==> config.mk <==
export PLATFORM = sky130hd
export DESIGN_NAME = sprite_blit_ctrl
export DESIGN_NICKNAME = d
export VERILOG_FILES = /design/src/rtl/blit_pkg.sv /design/src/rtl/blit_scan_counter.sv /design/src/rtl/sprite_blit_ctrl.sv
export SDC_FILE = /design/constraint.sdc
export NUM_CORES = 1
export LEC_CHECK = 0
export BUFFER_PORTS_ARGS = -buffer_cell sky130_fd_sc_hd__buf_4
export CORE_UTILIZATION = 60
export CTS_BUF_LIST = sky130_fd_sc_hd__clkbuf_4
export CTS_CLUSTER_SIZE = 12
export DETAILED_ROUTE_END_ITERATION = 7
export GPL_ROUTABILITY_DRIVEN = 0
export PLACE_DENSITY = 0.84
export SLEW_MARGIN = 20
export SYNTH_ARGS = -nofsm -noshare
export SYNTH_HDL_FRONTEND = slang
export SYNTH_SLANG_ARGS = --single-unit
==> constraint.sdc <==
create_clock -name clk -period 3.9 [get_ports clk]
set_input_delay 0.585 -clock clk [delete_from_list [all_inputs] [get_ports clk]]
set_output_delay 0.585 -clock clk [all_outputs]
set_load 0.02 [all_outputs]
==> src/rtl/blit_pkg.sv <==
// Shared constants and FSM state type
// for the sprite blitter.
package blit_pkg;
  localparam int SCR_W = 160;
  localparam int SCR_H = 120;
  localparam int COLOUR_W = 3;
  localparam int MEMSEL_W = 5;
  localparam logic [COLOUR_W-1:0]
    COLOUR_BLACK = 3'b000;

  typedef enum logic [2:0] {
    IDLE,
    DRAW,
    FLUSH1,
    FLUSH2,
    DONE
  } blit_state_e;
endpackage

==> src/rtl/blit_scan_counter.sv <==
// Row-major col/row/addr walker with wrap and last flag.
// init zeroes, step advances until last; bounds are runtime inputs.
module blit_scan_counter #(
  parameter int COL_W  = 8,
  parameter int ROW_W  = 7,
  parameter int ADDR_W = 15
) (
  input  logic              clk,
  input  logic              resetn,
  input  logic              init,
  input  logic              step,
  input  logic [COL_W-1:0]  col_max,
  input  logic [ROW_W-1:0]  row_max,
  output logic [COL_W-1:0]  col,
  output logic [ROW_W-1:0]  row,
  output logic [ADDR_W-1:0] addr,
  output logic              last
);
  logic [COL_W-1:0]  col_q, col_d;
  logic [ROW_W-1:0]  row_q, row_d;
  logic [ADDR_W-1:0] addr_q, addr_d;

  assign last = (col_q == col_max) &&
                (row_q == row_max);

  always_comb begin
    col_d  = col_q;
    row_d  = row_q;
    addr_d = addr_q;
    if (init) begin
      col_d  = '0;
      row_d  = '0;
      addr_d = '0;
    end else if (step && !last) begin
      addr_d = addr_q + ADDR_W'(1);
      if (col_q == col_max) begin
        col_d = '0;
        row_d = row_q + ROW_W'(1);
      end else begin
        col_d = col_q + COL_W'(1);
      end
    end
  end

  always_ff @(posedge clk or negedge resetn) begin
    if (!resetn) begin
      col_q  <= '0;
      row_q  <= '0;
      addr_q <= '0;
    end else begin
      col_q  <= col_d;
      row_q  <= row_d;
      addr_q <= addr_d;
    end
  end

  assign col  = col_q;
  assign row  = row_q;
  assign addr = addr_q;
endmodule

==> src/rtl/sprite_blit_ctrl.sv <==
// Sprite/clear blitter: FSM, scan counter, 2-stage clip pipeline.
// In: start/clear/abort, x0/y0, sprite_sel, colour_in. Out: VGA strobes.
module sprite_blit_ctrl #(
  parameter int SPR_W  = 40,
  parameter int SPR_H  = 40,
  parameter int SCR_W  = 160,
  parameter int SCR_H  = 120,
  parameter int ADDR_W = 15
) (
  input  logic        clk,
  input  logic        resetn,
  input  logic        start,
  input  logic        clear,
  input  logic        abort,
  input  logic [7:0]  x0,
  input  logic [6:0]  y0,
  input  logic [blit_pkg::MEMSEL_W-1:0] sprite_sel,
  input  logic [blit_pkg::COLOUR_W-1:0] colour_in,
  output logic [blit_pkg::MEMSEL_W-1:0] mem_sel,
  output logic [ADDR_W-1:0] addr,
  output logic [7:0]  x_out,
  output logic [6:0]  y_out,
  output logic [blit_pkg::COLOUR_W-1:0] colour_out,
  output logic        plot,
  output logic        busy,
  output logic        done
);
  import blit_pkg::*;

  localparam logic [7:0] SPR_CMAX = 8'(SPR_W - 1);
  localparam logic [6:0] SPR_RMAX = 7'(SPR_H - 1);
  localparam logic [7:0] SCR_CMAX = 8'(SCR_W - 1);
  localparam logic [6:0] SCR_RMAX = 7'(SCR_H - 1);
  localparam logic [8:0] X_LIM = 9'(SCR_W);
  localparam logic [8:0] Y_LIM = 9'(SCR_H);

  blit_state_e state_q, state_d;

  logic [7:0] x0_q, x0_d;
  logic [6:0] y0_q, y0_d;
  logic       clr_q, clr_d;
  logic [MEMSEL_W-1:0] mem_sel_q, mem_sel_d;

  logic       vis1_q, vis1_d;
  logic [7:0] x1_q, x1_d;
  logic [6:0] y1_q, y1_d;

  logic       plot_q, plot_d;
  logic [7:0] x_out_q, x_out_d;
  logic [6:0] y_out_q, y_out_d;
  logic [COLOUR_W-1:0] colour_q, colour_d;

  logic       cnt_init, cnt_step, last;
  logic [7:0] col;
  logic [6:0] row;
  logic [7:0] col_max;
  logic [6:0] row_max;
  logic [8:0] x_sum, y_sum;
  logic       clip, active, kill;

  assign col_max = clr_q ? SCR_CMAX : SPR_CMAX;
  assign row_max = clr_q ? SCR_RMAX : SPR_RMAX;

  blit_scan_counter #(
    .COL_W  (8),
    .ROW_W  (7),
    .ADDR_W (ADDR_W)
  ) u_scan (
    .clk     (clk),
    .resetn  (resetn),
    .init    (cnt_init),
    .step    (cnt_step),
    .col_max (col_max),
    .row_max (row_max),
    .col     (col),
    .row     (row),
    .addr    (addr),
    .last    (last)
  );

  assign active = (state_q == DRAW) ||
                  (state_q == FLUSH1) ||
                  (state_q == FLUSH2);
  assign kill = active && abort;

  always_comb begin
    state_d   = state_q;
    x0_d      = x0_q;
    y0_d      = y0_q;
    clr_d     = clr_q;
    mem_sel_d = mem_sel_q;
    cnt_init  = 1'b0;
    cnt_step  = 1'b0;
    unique case (state_q)
      IDLE: begin
        if (start) begin
          state_d   = DRAW;
          cnt_init  = 1'b1;
          x0_d      = clear ? 8'd0 : x0;
          y0_d      = clear ? 7'd0 : y0;
          clr_d     = clear;
          mem_sel_d = sprite_sel;
        end
      end
      DRAW: begin
        if (abort) begin
          state_d = IDLE;
        end else begin
          cnt_step = 1'b1;
          if (last) state_d = FLUSH1;
        end
      end
      FLUSH1: state_d = abort ? IDLE : FLUSH2;
      FLUSH2: state_d = abort ? IDLE : DONE;
      DONE:   state_d = IDLE;
      default: state_d = IDLE;
    endcase
  end

  // Stage 1 clips at 9 bits so off-screen pixels never wrap back on.
  always_comb begin
    x_sum  = {1'b0, x0_q} + {1'b0, col};
    y_sum  = {2'b0, y0_q} + {2'b0, row};
    clip   = (x_sum >= X_LIM) || (y_sum >= Y_LIM);
    vis1_d = (state_q == DRAW) && !abort && !clip;
    x1_d   = x_sum[7:0];
    y1_d   = y_sum[6:0];
  end

  // Stage 2 meets colour_in, which lags addr by one cycle.
  always_comb begin
    plot_d   = vis1_q && !kill;
    x_out_d  = plot_d ? x1_q : x_out_q;
    y_out_d  = plot_d ? y1_q : y_out_q;
    colour_d = colour_q;
    if (plot_d) begin
      colour_d = clr_q ? COLOUR_BLACK : colour_in;
    end
  end

  always_ff @(posedge clk or negedge resetn) begin
    if (!resetn) begin
      state_q   <= IDLE;
      x0_q      <= '0;
      y0_q      <= '0;
      clr_q     <= 1'b0;
      mem_sel_q <= '0;
      vis1_q    <= 1'b0;
      x1_q      <= '0;
      y1_q      <= '0;
      plot_q    <= 1'b0;
      x_out_q   <= '0;
      y_out_q   <= '0;
      colour_q  <= '0;
    end else begin
      state_q   <= state_d;
      x0_q      <= x0_d;
      y0_q      <= y0_d;
      clr_q     <= clr_d;
      mem_sel_q <= mem_sel_d;
      vis1_q    <= vis1_d;
      x1_q      <= x1_d;
      y1_q      <= y1_d;
      plot_q    <= plot_d;
      x_out_q   <= x_out_d;
      y_out_q   <= y_out_d;
      colour_q  <= colour_d;
    end
  end

  assign mem_sel    = mem_sel_q;
  assign x_out      = x_out_q;
  assign y_out      = y_out_q;
  assign colour_out = colour_q;
  assign plot       = plot_q;
  assign busy       = active;
  assign done       = (state_q == DONE);
endmodule
Word level (Yosys, flattened, before mapping)

Cells that the tools add are included.

Shift-type cells: 0
Muxes and demuxes: 23
Magnitude comparators: 2
Multiply operators: 0
Reduce and logical (&&, ||, !) cells: 19
Bitwise gates (word level): 0
Equality and inequality tests: 8
Div/mod/pow operators: 0
Add/subtract/negate cells: 5

Operators with widths:

| operator                | number |
|---|---|
| $mux W8                 | 5 |
| $mux W7                 | 5 |
| $mux W15                | 2 |
| $add A15 B1 Y15 const B | 1 |
| $mux W3                 | 5 |
| $pmux W3 S4             | 1 |
| $add A8 B8 Y9           | 1 |
| $ge A9 B8 Y1 const B    | 1 |
| $add A7 B7 Y8           | 1 |
| $add A8 B1 Y8 const B   | 1 |
| $eq A8 B8 Y1            | 1 |
| $ge A8 B7 Y1 const B    | 1 |
| $add A7 B1 Y7 const B   | 1 |
| $eq A7 B7 Y1            | 1 |
| $eq A3 B2 Y1 const B    | 2 |
| $logic_and A1 B1 Y1     | 6 |
| $reduce_and A2 Y1       | 3 |
| $logic_not A1 Y1        | 4 |
| $mux W1                 | 4 |
| $reduce_bool A2 Y1      | 2 |
| $eq A3 B1 Y1 const B    | 1 |
| $eq A3 B3 Y1 const B    | 1 |
| $logic_not A3 Y1        | 1 |
| $logic_or A1 B1 Y1      | 3 |
| other kinds (3)         | 3 |

Memories: 0
Input port bits: 28
RAM bits: 0
Bits in read-only memories: 0
Bits in latches: 0
Register bits after elaboration: 89

Logic depth before layout (Yosys ltp)

Depth in word-level cells: 7
Depth in mapped cells: 9
Mapped depth without buffers: 9

By module

Synthesis repeated with hierarchy kept, for this count alone.

Cells, all modules: 439
Area, all modules: 4539.4 µm²

Modules (own cells, without submodules):

| module            | area each (µm²) | times used | cells each |
|---|---|---|---|
| sprite_blit_ctrl  | 2713.9          | 1          | 248 |
| blit_scan_counter | 1825.5          | 1          | 191 |

Worst setup path before layout

No wires, ideal clock.

Kind: reg2reg
Start point: register u_scan.col_q[3], in the netlist u_scan.col[3]
End point: register u_scan.row_q[5], in the netlist u_scan.row[5]
Setup time: 0.078 ns
Cell stages (with the launch flop): 7
Path buffers: 0
Arrival time: 2.130 ns
Clock period less this slack: 2.208 ns
Path slack: 1.692 ns
Cell sequence: dfrtp_1 or4b_4 a2111oi_4 and3_1 nand2_1 or3_1 a21oi_1

Longest elaborated chain between the ends: 6
Elaborated cells on any way between the ends: 7
Those cells by class: eq/ne: 1; reduce/logical: 6

Ends and longest elaborated chain:

| item                                   | RTL line                                         | text |
|---|---|---|
| start: declaration                     | blit_scan_counter.sv:19                          | `logic [COL_W-1:0] col_q, col_d;` |
| start signal: assignment               | blit_scan_counter.sv:51                          | `col_q <= col_d;` |
| $eq A8 B8 Y1 (*)                       | blit_scan_counter.sv:23, blit_scan_counter.sv:36 |  |
| $logic_and A1 B1 Y1                    | blit_scan_counter.sv:23                          | `assign last = (col_q == col_max) &&` |
| $logic_not A1 Y1                       | blit_scan_counter.sv:34                          | `end else if (step && !last) begin` |
| $logic_and A1 B1 Y1                    | blit_scan_counter.sv:34                          |  |
| $reduce_bool A2 Y1 (no source line)    | -                                                |  |
| $reduce_and A2 Y1 (no source line) (*) | -                                                |  |
| end signal: assignment                 | blit_scan_counter.sv:52                          | `row_q <= row_d;` |
| end: declaration                       | blit_scan_counter.sv:20                          | `logic [ROW_W-1:0] row_q, row_d;` |

Every way passes the cells marked *; elsewhere a longest branch is shown, timed or not.
A chain may end at the register's enable or synchronous reset.

Worst setup path in the final report

Start point: register clr_q
End point: register u_scan.addr_q[2], in the netlist u_scan.addr[2]

Longest elaborated chain between the ends: 6
Elaborated cells on any way between the ends: 8
Those cells by class: eq/ne: 2; mux: 2; reduce/logical: 4

Ends and longest elaborated chain:

| item                                         | RTL line                                         | text |
|---|---|---|
| start: declaration                           | sprite_blit_ctrl.sv:41                           | `logic clr_q, clr_d;` |
| start signal: assignment                     | sprite_blit_ctrl.sv:159                          | `clr_q <= clr_d;` |
| $mux W8 or $mux W7 (tied branches)           | sprite_blit_ctrl.sv:61, sprite_blit_ctrl.sv:62   |  |
| $eq A8 B8 Y1 or $eq A7 B7 Y1 (tied branches) | blit_scan_counter.sv:23, blit_scan_counter.sv:24 |  |
| $logic_and A1 B1 Y1 (*)                      | blit_scan_counter.sv:23                          |  |
| $logic_not A1 Y1 (*)                         | blit_scan_counter.sv:34                          |  |
| $logic_and A1 B1 Y1 (*)                      | blit_scan_counter.sv:34                          |  |
| $reduce_bool A2 Y1 (no source line) (*)      | -                                                |  |
| end signal: assignment                       | blit_scan_counter.sv:53                          | `addr_q <= addr_d;` |
| end: declaration                             | blit_scan_counter.sv:21                          | `logic [ADDR_W-1:0] addr_q, addr_d;` |

Marked as above.

==> qor.yml <==
hpwl_um: 6356
report.final.slew_viol_count: 0
fin_ws_ns: 1.146
synth-edff-count: 0
cts_root_buffer: "clkbuf_4"
rsz0062_at_grt: "false"
insertion_delay_ns: 0.44
worstPathArrival_ns: 3.09
worstPathMaxFanout: 19
finClkSkew_ns: 0.02439
cts-resized-gates: 0
cp.required_ns: 4.23
rows: 30
n_antenna_cell: 0
clkTransAtPathRegs_ns: 0.14
synth_seq_area_share_pct: 51.39
syn2layout_area_growth_pct: 17.78
stdcell_count: 589
routedWlPerCell_um: 15.26
htreeDepth: 3
grt_overflow: 0
start_util_pct: 63.10
synth_cells: 419
ys_seq_elements: 89
max-cap-violations: 0
track_usage_pct: 26.20
period_needed_ns: 2.754
design.core.area_um2: 6869
holdBufCountCts: 0
tightest_slew_ns: 1.015
fmax_mhz: 363.2
p_leak_uw: 0.002537
drive_above_1_share_pct: 22.52
drc: 0
setup_viol: 0
yosysUniqueCellTypes: 49
power_density_nw_per_um2: 444.7
vias_per_cell: 5.732
synth_fp_nets: 467
synth_area_um2: 4334
async_flop_share_pct: 100.0
hold_viol: 0
syn_area_per_cell_um2: 10.34
synth_ff_type: "dfrtp_1"
status: "completed"
hold_class: "in2async"
cts_setup_buffers: 0
yosysWarnings: 0
ant_nets: 0
vias: 3376
grt_max_degree: 77
nNetsFinal: 536
cts_tree: "yes"
worstSetupPathType: "reg2reg"
min_period_over_period_pct: 70.61
io_buffers: 68
numCtsBuffers: 9
start_kind: "register"
antenna_found_initial: 0
die_w_um: 86.99
drt-initial-drc-count: 170
finalSetupTns_ns: 0
dr.pass1.iters: 4
fp.dieArea_um2: 7567
ir_drop_uv: 282.5
pre_cts_ws_ns: 1.028
max_slew_margin_pct: 32.16
die-height_um: 86.99
cp-end-kind: "register"
grt_pass1_vias: 3295
grt_first_pass_wirelength_um: 15210
cts_buffer_depth: 2
io_pins: 69
routed_wl_um: 8991
dp.cells: 573
cts.sinks: 89
-- final timing paths --
check | to | depth (start not counted) | slack, ns | startpoint
max | u_scan.addr[2]$_DFFE_PN0P_ | 6 | 1.15 | clr_q$_DFFE_PN0P_
min | x_out[4]$_DFFE_PN0P_ | 1 | 0.27 | resetn
max reg2reg | u_scan.addr[2]$_DFFE_PN0P_ | 6 | 1.15 | clr_q$_DFFE_PN0P_
min reg2reg | y_out[4]$_DFFE_PN0P_ | 1 | 0.48 | y1_q[4]$_DFF_PN0_
max in group asynchronous | vis1_q$_DFF_PN0_ | 2 | 2.86 | resetn
min in group clk | mem_sel[4]$_DFFE_PN0P_ | 3 | 0.33 | sprite_sel[4]
-- report_power, final --
part	switching, µW	internal, µW
clock	306	275
combinational	299	246
sequential	84.7	1060
-- cell families (layout without fill, tap and decap cells) --
| group | count (synthesis) | after routing | synth area share [%] |
|---|---|---|---|
| xor gates and xnor gates | 22 | 22 | 4.446 |
| AOI/OAI and AO/OA | 67 | 67 | 10.08 |
| adders and majority gates | 20 | 20 | 6.120 |
| DFF | 89 | 89 | 51.39 |
| muxes | 16 | 16 | 4.128 |
| and+or+nand+nor | 182 | 182 | 21.82 |
| buffers and inverters | 23 | 97 | 2.021 |
-- stage by stage --
| step | hold WS, ns | utilization (%) | area (µm²) | total power [µW] |
|---|---|---|---|---|
| after detailed placement | 0.4650 | 71.97 | 4943 | 1712 |
| after global placement | 0.4575 | 71.97 | 4943 | 1681 |
| after CTS | 0.3011 | 74.32 | 5105 | 2283 |
| final | 0.2696 | 74.32 | 5105 | 2270 |
| after global routing | 0.3249 | 74.32 | 5105 | 2388 |
| after floorplan | 0.2894 | - | 4334 | 1466 |
-- synthesized netlist by cell type (2+ instances only) --
library cell	number	area share (%)
dfrtp_1	89	51
nand2_1	65	5.6
nor2_1	29	2.5
o21ai_0	22	2.5
a21oi_1	20	2.3
ha_1	18	5.2
nand3_1	18	2.1
nand3b_1	17	2.9
mux2_2	15	3.9
xor2_1	12	2.4
clkbuf_1	10	0.87
inv_1	10	0.87
xnor2_1	10	2.0
and3_1	8	1.2
a211oi_1	5	0.87
nand2b_1	5	0.72
nand4_1	5	0.72
nor3_1	5	0.58
or3_1	5	0.72
and2_1	3	0.43
and4_1	3	0.61
nand4b_1	3	0.61
nor2b_1	3	0.43
nor3b_1	3	0.52
o21a_1	3	0.52
o31a_1	3	0.61
a21o_1	2	0.35
buf_1	2	0.17
fa_1	2	0.92
nor4b_1	2	0.40
o211ai_1	2	0.35
o311a_1	2	0.46
or3b_2	2	0.40
-- sequential cells by signal, indices dropped and copies added (netlist names), 5 cells and up --
name	cells
u_scan.addr	15
u_scan.row	7
y_out	7
x_out	8
mem_sel	5
x0_q	8
u_scan.col	8
y0_q	7
x1_q	8
y1_q	7
-- routing by layer --
| metal | global-route usage (%) | wire length [µm] | up-vias |
|---|---|---|---|
| met5 | 0 | 0 | - |
| met4 | 12.12 | 189 | 0 |
| met3 | 3.318 | 423 | 18 |
| met2 | 44.31 | 4507 | 118 |
| met1 | 33.73 | 3869 | 1626 |
| li1 | - | - | 1614 |
-- placed cells by master (no fill, tap or decap), drive strengths merged, types with 5 or more instances in the layout --
cell / netlist / routed
o21ai: 22 / 22
buf: 3 / 71
xnor2: 10 / 10
nand3b: 17 / 17
nand3: 18 / 18
xor2: 12 / 12
ha: 18 / 18
a211oi: 5 / 5
a21oi: 20 / 20
and3: 8 / 8
inv: 10 / 11
or3: 5 / 5
nand4: 5 / 5
mux2: 15 / 15
dfrtp: 89 / 89
clkbuf: 10 / 11
nor3: 5 / 5
nor2: 29 / 29
nand2: 65 / 65
nand2b: 5 / 5
-- layout make-up --
type / count / area, µm²
flip-flops and latches: 89 / 2227
multi-input cells: 307 / 2026
fillers: 504 / 1764
repair buffers: 71 / 533.0
well taps: 96 / 120.1
clock buffers: 11 / 82.58
clock inverters: 5 / 78.83
inverters: 10 / 37.54
-- worst max-delay path: stages, from the launching register on --
cell and delay, ns:
dfrtp_1 0.50, or4b_4 0.57, a2111oi_4 0.72, a21boi_2 0.40
nand2_1 0.23, xor2_1 0.19, nor2_1 0.06
Note: power is estimated with default switching activity, not from simulation.
